## src/rtl/ds_pkg.sv

```systemverilog
// Shared definitions for the delta-sigma interpolating feeder: FSM encoding,
// midscale constant and the two's-complement to offset-binary conversion.
package ds_pkg;

  typedef enum logic [1:0] {
    ST_IDLE,
    ST_PRIME,
    ST_RUN
  } state_e;

  function automatic logic [63:0] midscale(input int nb);
    return 64'(1) << (nb - 1);
  endfunction

  // Flipping the sign bit maps the signed range onto 0..2^w-1 monotonically
  function automatic logic [63:0] offset_bin(input logic [63:0] x, input int w);
    return x ^ (64'(1) << (w - 1));
  endfunction

endpackage

```

## src/rtl/ds_trig_gen.sv

```systemverilog
// Trigger divider: free-running down-counter producing a one-cycle tick every
// div_i+1 cycles while enabled; held at div_i while disabled.
module ds_trig_gen #(
  parameter int DIV_SIZE = 16
) (
  input  logic                clk_i,
  input  logic                rst_i,
  input  logic                en_i,
  input  logic [DIV_SIZE-1:0] div_i,
  output logic                tick_o
);

  logic [DIV_SIZE-1:0] cnt_q, cnt_d;

  always_comb begin
    cnt_d  = cnt_q;
    tick_o = 1'b0;
    if (!en_i) begin
      cnt_d = div_i;
    end else if (cnt_q == '0) begin
      tick_o = 1'b1;
      cnt_d  = div_i;
    end else begin
      cnt_d = cnt_q - DIV_SIZE'(1);
    end
  end

  always_ff @(posedge clk_i or posedge rst_i) begin
    if (rst_i) cnt_q <= '0;
    else       cnt_q <= cnt_d;
  end

endmodule

```

## src/rtl/ds_interp_feeder.sv

```systemverilog
// Sample-rate feeder for the delta-sigma DAC: accepts signed PCM, converts to
// offset-binary and linearly interpolates by 2^INTERP_LOG2, one word per trigger.
module ds_interp_feeder
  import ds_pkg::*;
#(
  parameter int DATA_SIZE   = 16,
  parameter int NB_BIT      = 32,
  parameter int INTERP_LOG2 = 2,
  parameter int DIV_SIZE    = 16
) (
  input  logic                 clk_i,
  input  logic                 rst_i,
  input  logic                 enable_i,
  input  logic [DIV_SIZE-1:0]  div_i,
  input  logic [DATA_SIZE-1:0] data_i,
  input  logic                 data_en_i,
  output logic                 data_rdy_o,
  output logic [NB_BIT-1:0]    data_o,
  output logic                 trig_o,
  output logic                 underflow_o,
  input  logic                 clr_underflow_i
);

  localparam int AW = DATA_SIZE + INTERP_LOG2;
  localparam int PW = (INTERP_LOG2 > 0) ? INTERP_LOG2 : 1;
  localparam int SH = NB_BIT - AW;
  localparam logic [PW-1:0]     PH_LAST = PW'((1 << INTERP_LOG2) - 1);
  localparam logic [NB_BIT-1:0] MID     = NB_BIT'(midscale(NB_BIT));

  state_e                      state_q, state_d;
  logic [DATA_SIZE-1:0]        nxt_q, nxt_d;
  logic                        nxt_v_q, nxt_v_d;
  logic [DATA_SIZE-1:0]        cur_q, cur_d;
  logic signed [DATA_SIZE:0]   stp_q, stp_d;
  logic [AW-1:0]               acc_q, acc_d;
  logic [PW-1:0]               ph_q, ph_d;
  logic [NB_BIT-1:0]           data_q, data_d;
  logic                        trig_q, trig_d;
  logic                        uf_q, uf_d;

  logic                        run_en;
  logic                        tick;
  logic                        accept;
  logic                        load_out;
  logic                        uf_set;
  logic [DATA_SIZE-1:0]        u;

  assign run_en     = enable_i && (state_q != ST_IDLE);
  assign data_rdy_o = run_en && !nxt_v_q;
  assign accept     = data_en_i && data_rdy_o;
  assign u          = DATA_SIZE'(offset_bin(64'(data_i), DATA_SIZE));

  ds_trig_gen #(
    .DIV_SIZE(DIV_SIZE)
  ) u_trig_gen (
    .clk_i (clk_i),
    .rst_i (rst_i),
    .en_i  (run_en),
    .div_i (div_i),
    .tick_o(tick)
  );

  // Segment sequencing: the step is added 2^L-1 times, then the accumulator is
  // re-anchored to the exact target so rounding never drifts across segments.
  always_comb begin
    state_d  = state_q;
    nxt_d    = nxt_q;
    nxt_v_d  = nxt_v_q;
    cur_d    = cur_q;
    stp_d    = stp_q;
    acc_d    = acc_q;
    ph_d     = ph_q;
    data_d   = data_q;
    trig_d   = 1'b0;
    load_out = 1'b0;
    uf_set   = 1'b0;

    case (state_q)
      ST_IDLE: begin
        nxt_v_d = 1'b0;
        ph_d    = '0;
        if (enable_i) state_d = ST_PRIME;
      end
      ST_PRIME: begin
        if (tick) begin
          trig_d = 1'b1;
          if (nxt_v_q) begin
            cur_d    = nxt_q;
            acc_d    = AW'(nxt_q) << INTERP_LOG2;
            stp_d    = '0;
            nxt_v_d  = 1'b0;
            ph_d     = '0;
            load_out = 1'b1;
            state_d  = ST_RUN;
          end
        end
      end
      ST_RUN: begin
        if (tick) begin
          trig_d   = 1'b1;
          load_out = 1'b1;
          if (ph_q != PH_LAST) begin
            acc_d = acc_q + AW'(stp_q);
            ph_d  = ph_q + PW'(1);
          end else begin
            acc_d = AW'(cur_q) << INTERP_LOG2;
            ph_d  = '0;
            if (nxt_v_q) begin
              stp_d   = $signed({1'b0, nxt_q}) - $signed({1'b0, cur_q});
              cur_d   = nxt_q;
              nxt_v_d = 1'b0;
            end else begin
              stp_d  = '0;
              uf_set = 1'b1;
            end
          end
        end
      end
      default: state_d = ST_IDLE;
    endcase

    if (load_out) data_d = NB_BIT'(acc_d) << SH;

    if (accept) begin
      nxt_d   = u;
      nxt_v_d = 1'b1;
    end

    // Disabling overrides everything and discards the pending sample
    if (!enable_i) begin
      state_d = ST_IDLE;
      nxt_v_d = 1'b0;
    end

    if (uf_set)               uf_d = 1'b1;
    else if (clr_underflow_i) uf_d = 1'b0;
    else                      uf_d = uf_q;
  end

  always_ff @(posedge clk_i or posedge rst_i) begin
    if (rst_i) begin
      state_q <= ST_IDLE;
      nxt_q   <= '0;
      nxt_v_q <= 1'b0;
      cur_q   <= '0;
      stp_q   <= '0;
      acc_q   <= '0;
      ph_q    <= '0;
      data_q  <= MID;
      trig_q  <= 1'b0;
      uf_q    <= 1'b0;
    end else begin
      state_q <= state_d;
      nxt_q   <= nxt_d;
      nxt_v_q <= nxt_v_d;
      cur_q   <= cur_d;
      stp_q   <= stp_d;
      acc_q   <= acc_d;
      ph_q    <= ph_d;
      data_q  <= data_d;
      trig_q  <= trig_d;
      uf_q    <= uf_d;
    end
  end

  assign data_o      = data_q;
  assign trig_o      = trig_q;
  assign underflow_o = uf_q;

endmodule

```

## config.mk

```make
export PLATFORM = sky130hd
export DESIGN_NAME = ds_interp_feeder
export DESIGN_NICKNAME = d
export VERILOG_FILES = /design/src/rtl/ds_pkg.sv /design/src/rtl/ds_trig_gen.sv /design/src/rtl/ds_interp_feeder.sv
export SDC_FILE = /design/constraint.sdc
export NUM_CORES = 1
export LEC_CHECK = 0
export CAP_MARGIN = 10
export CORE_MARGIN = 5
export CORE_UTILIZATION = 25
export CTS_CLUSTER_SIZE = 16
export DETAILED_ROUTE_END_ITERATION = 16
export PLACE_DENSITY_LB_ADDON = 0.2
export SLEW_MARGIN = 10
export SYNTH_ARGS = -nofsm -noshare
export SYNTH_HDL_FRONTEND = slang
export SYNTH_SLANG_ARGS = --single-unit
```

## constraint.sdc

```tcl
create_clock -name clk_i -period 4 [get_ports clk_i]
set_clock_uncertainty 0.1 [all_clocks]
set_input_delay 0.6 -clock clk_i [delete_from_list [all_inputs] [get_ports clk_i]]
set_output_delay 0.6 -clock clk_i [all_outputs]
set_load 0.01 [all_outputs]
```

==> flow_summary.json <==
{
  "drive_above_1_share_pct": 13.11,
  "fp.dieArea_um2": 29940,
  "cts-hold-fix-buffers": 0,
  "drcViolationCount": 0,
  "synth_top_family_by_area": "compound AO/OA/AOI/OAI gates",
  "post_cts_buffers": 0,
  "cts.sinks": 108,
  "worstMarginPinSlew_ns": 0.9992,
  "power.density_nw_per_um2": 462.0,
  "cts_buffers": 9,
  "place_congestion": 0.8158,
  "dp_hpwl_um": 14500,
  "synth_mux_area_share_pct": 10.30,
  "hp-class": "register to register",
  "dominantRegCellSynth": "dfrtp_1",
  "root_buffer": "clkbuf_16",
  "arrival_ns": 3.29,
  "clk_latency_ns": 0.37,
  "synth-edff-count": 0,
  "cap_violations": 0,
  "die_h_um": 173.0,
  "async_flop_share_pct": 100.0,
  "synth_adder_area_share_pct": 7.947,
  "cts_tree": "yes",
  "htreeDepth": 3,
  "final_nets": 813,
  "period_needed_ns": 3.146,
  "grt-ovfl-total": 0,
  "first_iter_violations": 339,
  "status": "finished, final reports clean",
  "rows": 59,
  "insertedDiodeCount": 0,
  "clkSlewWorstSetupHoldPaths_ns": 0.07,
  "rsz0062_at_grt": "no",
  "cp-start-kind": "register",
  "grt_pass1_vias": 5203,
  "fp.coreArea_um2": 26130,
  "synth_xor_area_share_pct": 5.009,
  "path_max_fanout": 20,
  "setup-violations-final": 0,
  "netlist-cell-type-count": 72,
  "timing.final.hold_violations": 0,
  "instances_no_fill": 1075,
  "slew_viol_final": 0,
  "grt.total_usage_pct": 12.70,
  "relSlewSlack_pct": 33.39,
  "ant_nets": 0,
  "cts_resized": 0,
  "syn_area_um2": 6644,
  "crit_type": "register to register",
  "grt_max_degree": 56,
  "tns_ns": 0,
  "wl_per_cell_um": 17.82,
  "synth_cells": 676,
  "via_per_inst": 4.877,
  "fmax_mhz": 317.9,
  "total_leakage_power_nw": 3.467,
  "fin_crit_sh_pct": 78.65,
  "ys_warn_count": 0,
  "synth-seq-area-share_pct": 40.70,
  "clk_path_buf_depth": 2,
  "area_delta_synth_final_pct": 19.28,
  "io_buffers": 57,
  "wl_um": 19160,
  "num_vias": 5243,
  "vdd_drop_max_mv": 0.2408,
  "num_io_pins": 72,
  "placed_cells": 1059,
  "synth_seq_cells": 108,
  "critical_path_required_ns": 4.15,
  "synth_compound_area_share_pct": 18.53,
  "die_w_um": 173.0,
  "start_util_pct": 25.42,
  "postSynthAreaPerCell_um2": 9.828,
  "fillers": 2804,
  "worstSetupEndpointType": "register",
  "synth-simple-area-share_pct": 12.41,
  "antenna_found_initial": 0,
  "grt_pass1_wl_um": 30260,
  "drtPass1Iterations": 4
}
## sequential cells by signal, summed over array words and instances (netlist names)
| signal | cells |
|---|---|
| acc_q | 18 |
| cur_q | 16 |
| data_o | 18 |
| nxt_q | 16 |
| nxt_v_q | 1 |
| ph_q | 2 |
| state_q | 2 |
| stp_q | 17 |
| trig_o | 1 |
| u_trig_gen.cnt_q | 16 |
| underflow_o | 1 |
## worst max-delay path: stages, from the launching register on
cell and delay [ns]:
dfrtp_1 0.40, inv_1 0.08, ha_1 0.20, nor3b_4 0.37
nand4b_4 0.20, nor3_1 0.51, nand2_1 0.19, a21o_1 0.55
mux2_2 0.43
## cell usage in the layout (no fill, tap or decap), drive strengths merged, types with 5 or more instances in the layout
cell | netlist | routed
dfrtp | 107 | 107
nand2 | 59 | 59
clkdlybuf4s50 | 0 | 57
a21oi | 50 | 50
mux2 | 48 | 48
nor2 | 43 | 43
o21ai | 43 | 43
ha | 39 | 39
inv | 35 | 37
xnor2 | 23 | 23
nand3 | 16 | 16
buf | 16 | 16
xor2 | 15 | 15
mux2i | 14 | 14
a22o | 14 | 14
conb | 1 | 14
a31oi | 9 | 9
clkbuf | 22 | 9
nor3 | 9 | 9
a21o | 8 | 8
o22ai | 8 | 8
o31ai | 7 | 7
nor4 | 6 | 6
o211ai | 5 | 5
nor2b | 5 | 5
nand2b | 5 | 5
or4 | 5 | 5
## cells in the mapped netlist, types with 2 or more instances
cell type,count,area share [%]
a211oi_1,4,0.45
a21boi_0,3,0.34
a21o_1,8,0.90
a21oi_1,49,3.7
a221o_1,2,0.30
a22o_1,14,1.8
a22oi_1,2,0.23
a2bb2oi_1,2,0.26
a31oi_1,9,0.85
and3_1,4,0.38
and4_1,2,0.26
buf_4,14,1.6
clkbuf_1,22,1.2
dfrtp_1,107,40
fa_1,2,0.60
ha_1,39,7.3
inv_1,35,2.0
mux2_2,47,8.0
mux2i_1,14,2.1
nand2_1,59,3.3
nand2b_1,5,0.47
nand3_1,16,1.2
nand4_1,2,0.19
nor2_1,43,2.4
nor2b_1,5,0.47
nor3_1,8,0.60
nor4_1,4,0.38
o2111ai_1,4,0.53
o211a_1,2,0.30
o211ai_1,5,0.57
o21a_1,4,0.45
o21ai_0,41,3.1
o21ai_1,2,0.15
o21bai_1,2,0.23
o221ai_1,2,0.26
o22ai_1,8,0.75
o31ai_1,7,0.79
or2_2,3,0.28
or3_1,3,0.28
or4_1,4,0.45
xnor2_1,23,3.0
xor2_1,15,2.0
## final cells by class
class                   count  area [um2]  area share [%]
clock buffers               9       225.2           2.842
clock inverters             7       83.83           1.058
inverters                  35       133.9           1.689
multi-input cells         508        3656           46.13
flip-flops and latches    108        2704           34.12
well taps                 335       419.2           5.289
repair buffers             73       703.2           8.873
## power breakdown
part	total, W	internal (W)	switching (W)
clock network	0.000953	0.000497	0.000456
logic	0.00128	0.000586	0.000692
registers	0.00143	0.00125	0.000182
total	0.00366	0.00233	0.00133
## worst paths after layout
kind	from	end	slack (ns)	cells after the start
setup / recovery	u_trig_gen.cnt_q[0]$_DFF_PP0_	data_o[14]$_DFFE_PP0P_	0.85	8
hold / removal	data_o[23]$_DFFE_PP0P_	data_o[23]$_DFFE_PP0P_	0.38	2
setup reg to reg	u_trig_gen.cnt_q[0]$_DFF_PP0_	data_o[14]$_DFFE_PP0P_	0.85	8
hold reg to reg	data_o[23]$_DFFE_PP0P_	data_o[23]$_DFFE_PP0P_	0.38	2
max in group asynchronous	rst_i	data_o[31]$_DFFE_PP1P_	2.60	3
min in group asynchronous	rst_i	cur_q[4]$_DFFE_PP0P_	0.41	2
## layer usage
layer / part of all wire [%] / GRT usage, % / up-vias
li1: - / - / 2551
met1: 49 / 17.88 / 2550
met2: 45 / 20.00 / 125
met3: 4.4 / 2.511 / 17
met4: 1.3 / 3.392 / 0
met5: 0 / 0 / -
## logic make-up (layout without fill, tap and decap cells)
group / count (synthesis) / after routing
multiplexers: 62 / 62
AND/OR/NAND/NOR: 166 / 166
AO/OA/AOI/OAI: 187 / 187
buffers and inverters: 73 / 124
flip-flops: 108 / 108
other: 1 / 14
adder cells (fa/ha/maj): 41 / 41
XOR/XNOR: 38 / 38
## through the flow
step                      power, W  setup slack [ns]  util [%]  cell area [um2]  hold slack, ns
after global routing      0.003920            0.5631     30.33             7925          0.4217
after floorplan           0.002363            0.4561         -             6693          0.3563
after CTS                 0.003709            0.8444     30.33             7925          0.3945
after global placement    0.002736            0.7425     29.14             7616          0.3691
after detailed placement  0.002736            0.6568     29.14             7616          0.3766
final                     0.003662            0.8540     30.33             7925          0.3836
No activity file was read; power rests on OpenSTA's default activity.
